`src/rtl/interposer_arbiter.sv`:
```
// ============================================================================
// interposer_arbiter: round-robin arbiter driving per-node send/receive/bypass
// controls for an 8-node ring interposer.  Revision: 1.0
// ============================================================================
`default_nettype none

module interposer_arbiter #(
    parameter int XFER_CYCLES = 1,
    parameter int GAP_CYCLES  = 1
) (
    input  logic        clk,
    input  logic        reset,
    input  logic [31:0] request_in,
    output logic [23:0] control_out,
    output logic        busy,
    output logic [2:0]  grant_node,
    output logic        err_valid,
    output logic [2:0]  err_node
);

    localparam logic [1:0] ST_IDLE = 2'd0;
    localparam logic [1:0] ST_XFER = 2'd1;
    localparam logic [1:0] ST_GAP  = 2'd2;

    logic [1:0] state;
    logic [3:0] phase;
    logic [2:0] rr_ptr;
    logic [7:0] mask;

    logic [7:0] req_valid;
    logic [2:0] req_dst [8];
    logic [7:0] reject;
    logic [7:0] eligible;
    logic [7:0] mask_next;
    logic       win_found;
    logic [2:0] win_node;
    logic [2:0] err_sel;

    // Walk the ring upward from src: bypass every hop until dst is reached.
    function automatic logic [23:0] route(input logic [2:0] src, input logic [2:0] dst);
        logic [23:0] ctl;
        logic [2:0]  node;
        logic        hit;
        ctl = '0;
        hit = 1'b0;
        for (int i = 1; i < 8; i++) begin
            node = src + 3'(i);
            if (!hit) begin
                if (node == dst) begin
                    ctl[int'(node) * 3 +: 3] = 3'b010;
                    hit = 1'b1;
                end else begin
                    ctl[int'(node) * 3 +: 3] = 3'b001;
                end
            end
        end
        ctl[int'(src) * 3 +: 3] = 3'b100;
        return ctl;
    endfunction

    always_comb begin
        req_valid = '0;
        reject    = '0;
        eligible  = '0;
        mask_next = mask;
        for (int n = 0; n < 8; n++) begin
            req_valid[n] = request_in[4 * n + 3];
            req_dst[n]   = request_in[4 * n +: 3];
            reject[n]    = req_valid[n] && (req_dst[n] == 3'(n)) && !mask[n];
            eligible[n]  = req_valid[n] && (req_dst[n] != 3'(n)) && !mask[n];
            if (!req_valid[n]) begin
                mask_next[n] = 1'b0;
            end else if (reject[n]) begin
                mask_next[n] = 1'b1;
            end
        end
    end

    always_comb begin
        logic [2:0] idx;
        win_found = 1'b0;
        win_node  = '0;
        for (int i = 0; i < 8; i++) begin
            idx = rr_ptr + 3'(i);
            if (!win_found && eligible[idx]) begin
                win_found = 1'b1;
                win_node  = idx;
            end
        end
    end

    // Lowest-numbered rejected node is the one reported.
    always_comb begin
        err_sel = '0;
        for (int n = 7; n >= 0; n--) begin
            if (reject[n]) begin
                err_sel = 3'(n);
            end
        end
    end

    always_ff @(posedge clk) begin
        if (reset) begin
            state       <= ST_IDLE;
            phase       <= '0;
            rr_ptr      <= '0;
            mask        <= '0;
            control_out <= '0;
            busy        <= 1'b0;
            grant_node  <= '0;
            err_valid   <= 1'b0;
            err_node    <= '0;
        end else begin
            err_valid <= 1'b0;
            case (state)
                ST_IDLE: begin
                    mask <= mask_next;
                    if (|reject) begin
                        err_valid <= 1'b1;
                        err_node  <= err_sel;
                    end
                    if (win_found) begin
                        state       <= ST_XFER;
                        phase       <= '0;
                        control_out <= route(win_node, req_dst[win_node]);
                        grant_node  <= win_node;
                        rr_ptr      <= win_node + 3'd1;
                        busy        <= 1'b1;
                    end
                end
                ST_XFER: begin
                    if (phase == 4'(XFER_CYCLES - 1)) begin
                        control_out <= '0;
                        phase       <= '0;
                        if (GAP_CYCLES == 0) begin
                            state <= ST_IDLE;
                            busy  <= 1'b0;
                        end else begin
                            state <= ST_GAP;
                        end
                    end else begin
                        phase <= phase + 4'd1;
                    end
                end
                ST_GAP: begin
                    if (phase == 4'(GAP_CYCLES - 1)) begin
                        state <= ST_IDLE;
                        phase <= '0;
                        busy  <= 1'b0;
                    end else begin
                        phase <= phase + 4'd1;
                    end
                end
                default: begin
                    state       <= ST_IDLE;
                    phase       <= '0;
                    control_out <= '0;
                    busy        <= 1'b0;
                end
            endcase
        end
    end

endmodule

`default_nettype wire

```
`config.mk`:
```
export PLATFORM = sky130hd
export DESIGN_NAME = interposer_arbiter
export DESIGN_NICKNAME = d
export VERILOG_FILES = /design/src/rtl/interposer_arbiter.sv
export SDC_FILE = /design/constraint.sdc
export NUM_CORES = 1
export LEC_CHECK = 0
export CAP_MARGIN = 20
export CORE_MARGIN = 2
export CORE_UTILIZATION = 45
export DETAILED_ROUTE_END_ITERATION = 10
export HOLD_SLACK_MARGIN = 0.08
export PLACE_DENSITY_LB_ADDON = 0.3
export SYNTH_ARGS = -nofsm -noshare
export SYNTH_HDL_FRONTEND = slang
export SYNTH_SLANG_ARGS = --single-unit
```
`constraint.sdc`:
```
create_clock -name clk -period 8.4 [get_ports clk]
set_input_delay 1.68 -clock clk [delete_from_list [all_inputs] [get_ports clk]]
set_output_delay 1.68 -clock clk [all_outputs]
set_load 0.02 [all_outputs]
```
==> impl_metrics.tcl, run 1 <==
set metrics [dict create \
    slew_viol_final 0 \
    synth_top_area_cell "dfxtp_1" \
    synth_fp_nets 829 \
    worst_pin_slew_ns 0.880 \
    htree_levels 2 \
    grt_max_degree 40 \
    critPathMaxStageDelay_ns 0.57 \
    dieArea_um2 13800 \
    wl_per_cell_um 21.8 \
    dr_wl_met3_mm 2.10 \
    yosysWarnings 0 \
    worstHoldPathType "reg2reg" \
    dr_wl_met2_mm 9.73 \
    ys.flop_type "dfxtp_1" \
    io_buffers 65 \
    antenna_found_initial 0 \
    cts_resized 0 \
    ctsHoldBuffers 0 \
    reg2reg_slack_ns 1.38 \
    grt_pass1_vias 6536 \
    setup.worst_path.end_class "flip-flop" \
    worstSetupStartpointType "primary input" \
    fp-row-count 41 \
    final_util_pct 53.8 \
    crit_chain "clkdlybuf4s50_1 -> nor3b_2 -> o32ai_1 -> mux4_2 -> o32a_1 -> or4_4 -> o31a_1 -> nor2_4 -> inv_1 -> ha_1 -> and2_1 -> o2111ai_1 -> nand2_1 -> nor3_1 -> mux2i_1 -> a32o_1 -> a31oi_1 -> a211oi_1 -> o21ai_1" \
    cts_tree "done" \
    grt_pass1_wl_mm 34.6 \
    cts_made_buffers 5 \
    final_antenna_net_count 0 \
    vias 6822 \
    die_x_um 118 \
    wl_mm 21.7 \
    syn-cell-area_um2 5800 \
    period_needed_ns 7.84 \
    routed_via_density 6.84 \
    ioPinCount 66 \
    drive_gt1_share_pct 10.2 \
    max_freq_ghz 0.127 \
    fin_tns_setup_ns 0 \
    rsz0062_at_grt "false" \
    final-hold-violation-count 0 \
    first_iter_violations 876 \
    whs_path_depth 2 \
    fillers 1254 \
    area_growth_pct 17.0 \
    hold_start "err_node[2]$_SDFFE_PP0P_" \
    maxCapViolCount 0 \
    grt-ovfl-total 0 \
    synthArstFlopShare_pct 0 \
    crit_type "in2reg" \
    post_cts_buffers 0 \
    timing.rr.end "control_out[0]$_SDFFE_PP0P_" \
    clockBufferDepth 2 \
    crit_slowest_cell "a32o_1" \
    reg2reg_from "rr_ptr[0]$_SDFFE_PP0P_" \
    die_h_um 118 \
    core_um2 12600 \
    clock-sinks 49 \
    met1Wirelength_mm 9.20 \
    gp_congestion 1.02 \
    synth_top_cell_area_share_pct 16.9 \
    reg2regPathDepth 20 \
    status "finished clean" \
    n_antenna_cell 0 \
    finClkSkew_ns 0.00342 \
    worstPathArrival_ns 8.02 \
    synth.distinct_cells 92 \
    clk_pin_slew_ns 0.07 \
    drcViolationCount 0 \
    setup_viol 0 \
    synth.avg_cell_area_um2 7.47 \
    synth_edf_count 0 \
    firstDrtPassIters 5 \
    synthTopCellsByArea "dfxtp_1 17%, nand2_1 5.7%, nor2_1 4.7%, mux4_2 4.7%, ha_1 4.1%" \
    finalNetCount 879 \
    start_util_pct 46.0 \
    ys_seq_area_share_pct 16.9 \
    place_hpwl_mm 16.4 \
    grtUsageTotal_pct 30.5 \
    startpoint "request_in[18]" \
    top_layer "met4" \
    worstPathRequired_ns 8.57 \
    root_buffer "clkbuf_16" \
    ys_seq_elements 49 \
    fin_crit_sh_pct 93.4 \
    path_max_fanout 13 \
    min_to "err_node[2]$_SDFFE_PP0P_" \
    insertion_delay_ns 0.29 \
    max_slew_margin_pct 40.9 \
    postSynthCellCount 776 \
]
-- state kept, by name, indices dropped and copies added, names as in the netlist --
register	cells
mask	8
control_out	24
err_valid	1
err_node	3
rr_ptr	3
grant_node	3
busy	1
phase	4
state	2
-- worst max-delay path: cells and delay by family --
family | cells | cell delay [ns]
compound gates | 8 | 2.22
fa+ha+maj | 1 | 0.47
buf+inv | 2 | 0.74
mux | 2 | 0.85
simple gates | 6 | 2.05
-- worst max-delay path by stage --
stage	endpoint	depth (start not counted)	slack [ns]
6_report	control_out[0]$_SDFFE_PP0P_	19	0.56
5_1_grt	control_out[0]$_SDFFE_PP0P_	19	0.29
4_1_cts	control_out[4]$_SDFFE_PP0P_	18	0.70
3_5_place_dp	control_out[4]$_SDFFE_PP0P_	18	0.39
3_3_place_gp	control_out[4]$_SDFFE_PP0P_	18	0.64
2_1_floorplan	control_out[10]$_SDFFE_PP0P_	20	1.55
-- stage by stage --
step	cell area [µm²]	cells	setup slack (ns)	hold slack [ns]
2_1_floorplan	5800	776	1.55	0.481
3_3_place_gp	6640	990	0.641	0.433
3_5_place_dp	6640	990	0.387	0.447
4_1_cts	6780	997	0.703	0.457
5_1_grt	6780	998	0.293	0.491
6_report	6780	998	0.556	0.449
-- Yosys cell counts (all sizes together) (17+ instances only) --
master / count
a21oi: 45
nand2: 88
clkbuf: 27
buf: 20
dfxtp: 49
o21ai: 34
nand3: 33
nand2b: 22
nor3: 26
ha: 19
nor2: 74
o22ai: 17
-- area by class of cell --
class / instances / area, µm² / area share (%)
Timing Repair Buffer: 90 / 838 / 12.4
Clock inverter: 2 / 16.3 / 0.240
Sequential cell: 49 / 981 / 14.5
Inverter: 19 / 73.8 / 1.09
Clock buffer: 5 / 125 / 1.84
Tap cell: 172 / 215 / 3.17
Multi-Input combinational cell: 661 / 4530 / 66.8
-- layer usage --
metal | global-route usage (%) | up-vias
met5 | 0 | -
met4 | 11.5 | 0
met3 | 4.46 | 68
met2 | 48.1 | 427
met1 | 42.3 | 3245
li1 | - | 3082
-- kinds of logic after synthesis --
family	after synthesis	synth area share (%)
and+or+nand+nor	352	32.7
AOI/OAI and AO/OA	246	31.3
buffers and inverters	66	4.92
DFF	49	16.9
muxes	32	8.26
adders and majority gates	19	4.10
xor gates and xnor gates	12	1.81
-- cell usage in the layout (no fill, tap or decap), types with 19 or more instances in the layout --
cell type and n:
clkdlybuf4s50_1 65, dfxtp_1 49, o21ai_0 24, ha_1 19, a21oi_1 45, nand3_1 32, nand2b_1 22, nand2_1 88
buf_4 25, nor2_1 73, nor3_1 24
Power of run 1 is not shown: default switching activity piles up to over one toggle a cycle in this logic, so the estimate is an artifact.
==> run 2, diff against run 1 <==
GPL_TIMING_DRIVEN = 1   (was default)
==> results of run 2 <==
Final layout, timing and power as in run 1 (identical DEF).
Power of run 2 is left out for the same reason.
==> run 3, diff against run 2 <==
clock period = 9.35 ns   (was 8.4 ns; I/O delays follow)
==> impl_metrics.tcl, run 3 (synthesis results as in run 1) <==
set metrics [dict create \
    max_freq_ghz 0.121 \
    start_util_pct 46.0 \
    worstPathArrival_ns 8.44 \
    finClkSkew_ns 0.0116 \
    clk_pin_slew_ns 0.08 \
    path_max_fanout 18 \
    max_slew_margin_pct 27.6 \
    whs_path_depth 2 \
    reg2regPathDepth 21 \
    worstHoldPathType "reg2reg" \
    wl_mm 21.3 \
    reg2reg_from "rr_ptr[0]$_SDFFE_PP0P_" \
    min_to "control_out[0]$_SDFFE_PP0P_" \
    cts_resized 0 \
    timing.rr.end "control_out[4]$_SDFFE_PP0P_" \
    crit_type "in2reg" \
    status "finished clean" \
    layout_commonest_cell "nand2_1" \
    worstSetupStartpointType "primary input" \
    cts_tree "done" \
    fp-row-count 41 \
    ctsHoldBuffers 0 \
    wl_per_cell_um 21.6 \
    grtUsageTotal_pct 30.3 \
    grt_max_degree 40 \
    place_hpwl_mm 15.8 \
    antenna_found_initial 0 \
    drcViolationCount 0 \
    area_growth_pct 15.6 \
    reg.largest.list "control_out (24), mask (8), phase (4)" \
    grt_pass1_wl_mm 34.4 \
    maxCapViolCount 0 \
    clock-sinks 49 \
    rsz0062_at_grt "false" \
    fin_crit_sh_pct 88.3 \
    grt-ovfl-total 0 \
    clockBufferDepth 2 \
    insertion_delay_ns 0.30 \
    fillers 1271 \
    grt_pass1_vias 6544 \
    die_h_um 118 \
    largest_register_ff_count 24 \
    worstPathRequired_ns 9.54 \
    fin_tns_setup_ns 0 \
    root_buffer "clkbuf_16" \
    layout_common_cells "88 x nand2_1, 73 x nor2_1, 65 x clkdlybuf4s50_1" \
    final_antenna_net_count 0 \
    final-hold-violation-count 0 \
    io_buffers 65 \
    die_x_um 118 \
    n_antenna_cell 0 \
    setup_viol 0 \
    gp_congestion 1.00 \
    core_um2 12600 \
    slew_viol_final 0 \
    ioPinCount 66 \
    routed_via_density 6.72 \
    first_iter_violations 829 \
    htree_levels 2 \
    drive_gt1_share_pct 8.96 \
    cts_made_buffers 5 \
    post_cts_buffers 0 \
    hold_start "control_out[0]$_SDFFE_PP0P_" \
    reg2reg_slack_ns 1.78 \
    period_needed_ns 8.26 \
    dieArea_um2 13800 \
    setup.worst_path.end_class "flip-flop" \
    finalNetCount 867 \
    vias 6628 \
    regMostFlops "control_out" \
    worst_pin_slew_ns 1.08 \
    firstDrtPassIters 6 \
]
-- run 3: final cells by class --
class	instances	area, µm²	share of cell area, %
inverters	19	73.8	1.10
well taps	172	215	3.21
repair buffers	78	748	11.2
clock inverters	3	26.3	0.392
clock buffers	5	125	1.87
flip-flops and latches	49	981	14.6
multi-input cells	661	4530	67.6
-- run 3: worst max-delay path by stage --
stage / cells after the start / from / endpoint / slack, ns
5_1_grt: 20 / request_in[9] / control_out[4]$_SDFFE_PP0P_ / 0.76
4_1_cts: 19 / request_in[9] / control_out[4]$_SDFFE_PP0P_ / 1.22
3_5_place_dp: 19 / request_in[9] / control_out[4]$_SDFFE_PP0P_ / 0.93
6_report: 19 / request_in[5] / control_out[4]$_SDFFE_PP0P_ / 1.09
3_3_place_gp: 19 / request_in[9] / control_out[4]$_SDFFE_PP0P_ / 1.16
2_1_floorplan: 20 / request_in[8] / control_out[10]$_SDFFE_PP0P_ / 2.31
-- run 3: per-stage QoR --
stage | instance area [µm²] | instances | setup WS (ns) | util, % | hold WS, ns
6_report | 6700 | 987 | 1.09 | 53.1 | 0.453
5_1_grt | 6700 | 987 | 0.762 | 53.1 | 0.489
4_1_cts | 6700 | 986 | 1.22 | 53.1 | 0.457
3_5_place_dp | 6550 | 978 | 0.933 | 51.9 | 0.445
3_3_place_gp | 6550 | 978 | 1.16 | 51.9 | 0.437
2_1_floorplan | 5800 | 776 | 2.31 | - | 0.481
-- run 3: metal layers --
| layer | global-route usage [%] | wire length (µm) | share of wire (%) | up-vias |
|---|---|---|---|---|
| met2 | 46.5 | 9240 | 43 | 362 |
| met5 | 0 | 0 | 0 | - |
| li1 | - | - | - | 3070 |
| met1 | 41.9 | 9390 | 44 | 3136 |
| met3 | 6.64 | 2080 | 9.7 | 60 |
| met4 | 11.3 | 588 | 2.8 | 0 |
-- run 3: worst max-delay path: stages --
cell and delay, ns:
clkdlybuf4s50_1 0.50, nor3b_4 0.49, o32ai_1 0.29, mux4_2 0.53
o32a_1 0.34, or4_4 0.55, o31a_1 0.27, nor2_4 0.41
inv_1 0.21, ha_1 0.66, nor2_1 0.19, o2111a_1 0.28
nor3_1 0.19, mux2_2 0.38, a32oi_2 0.21, buf_4 0.22
nand3_1 0.30, a21o_1 0.28, a41o_1 0.23
Power of run 3 is left out for the same reason.
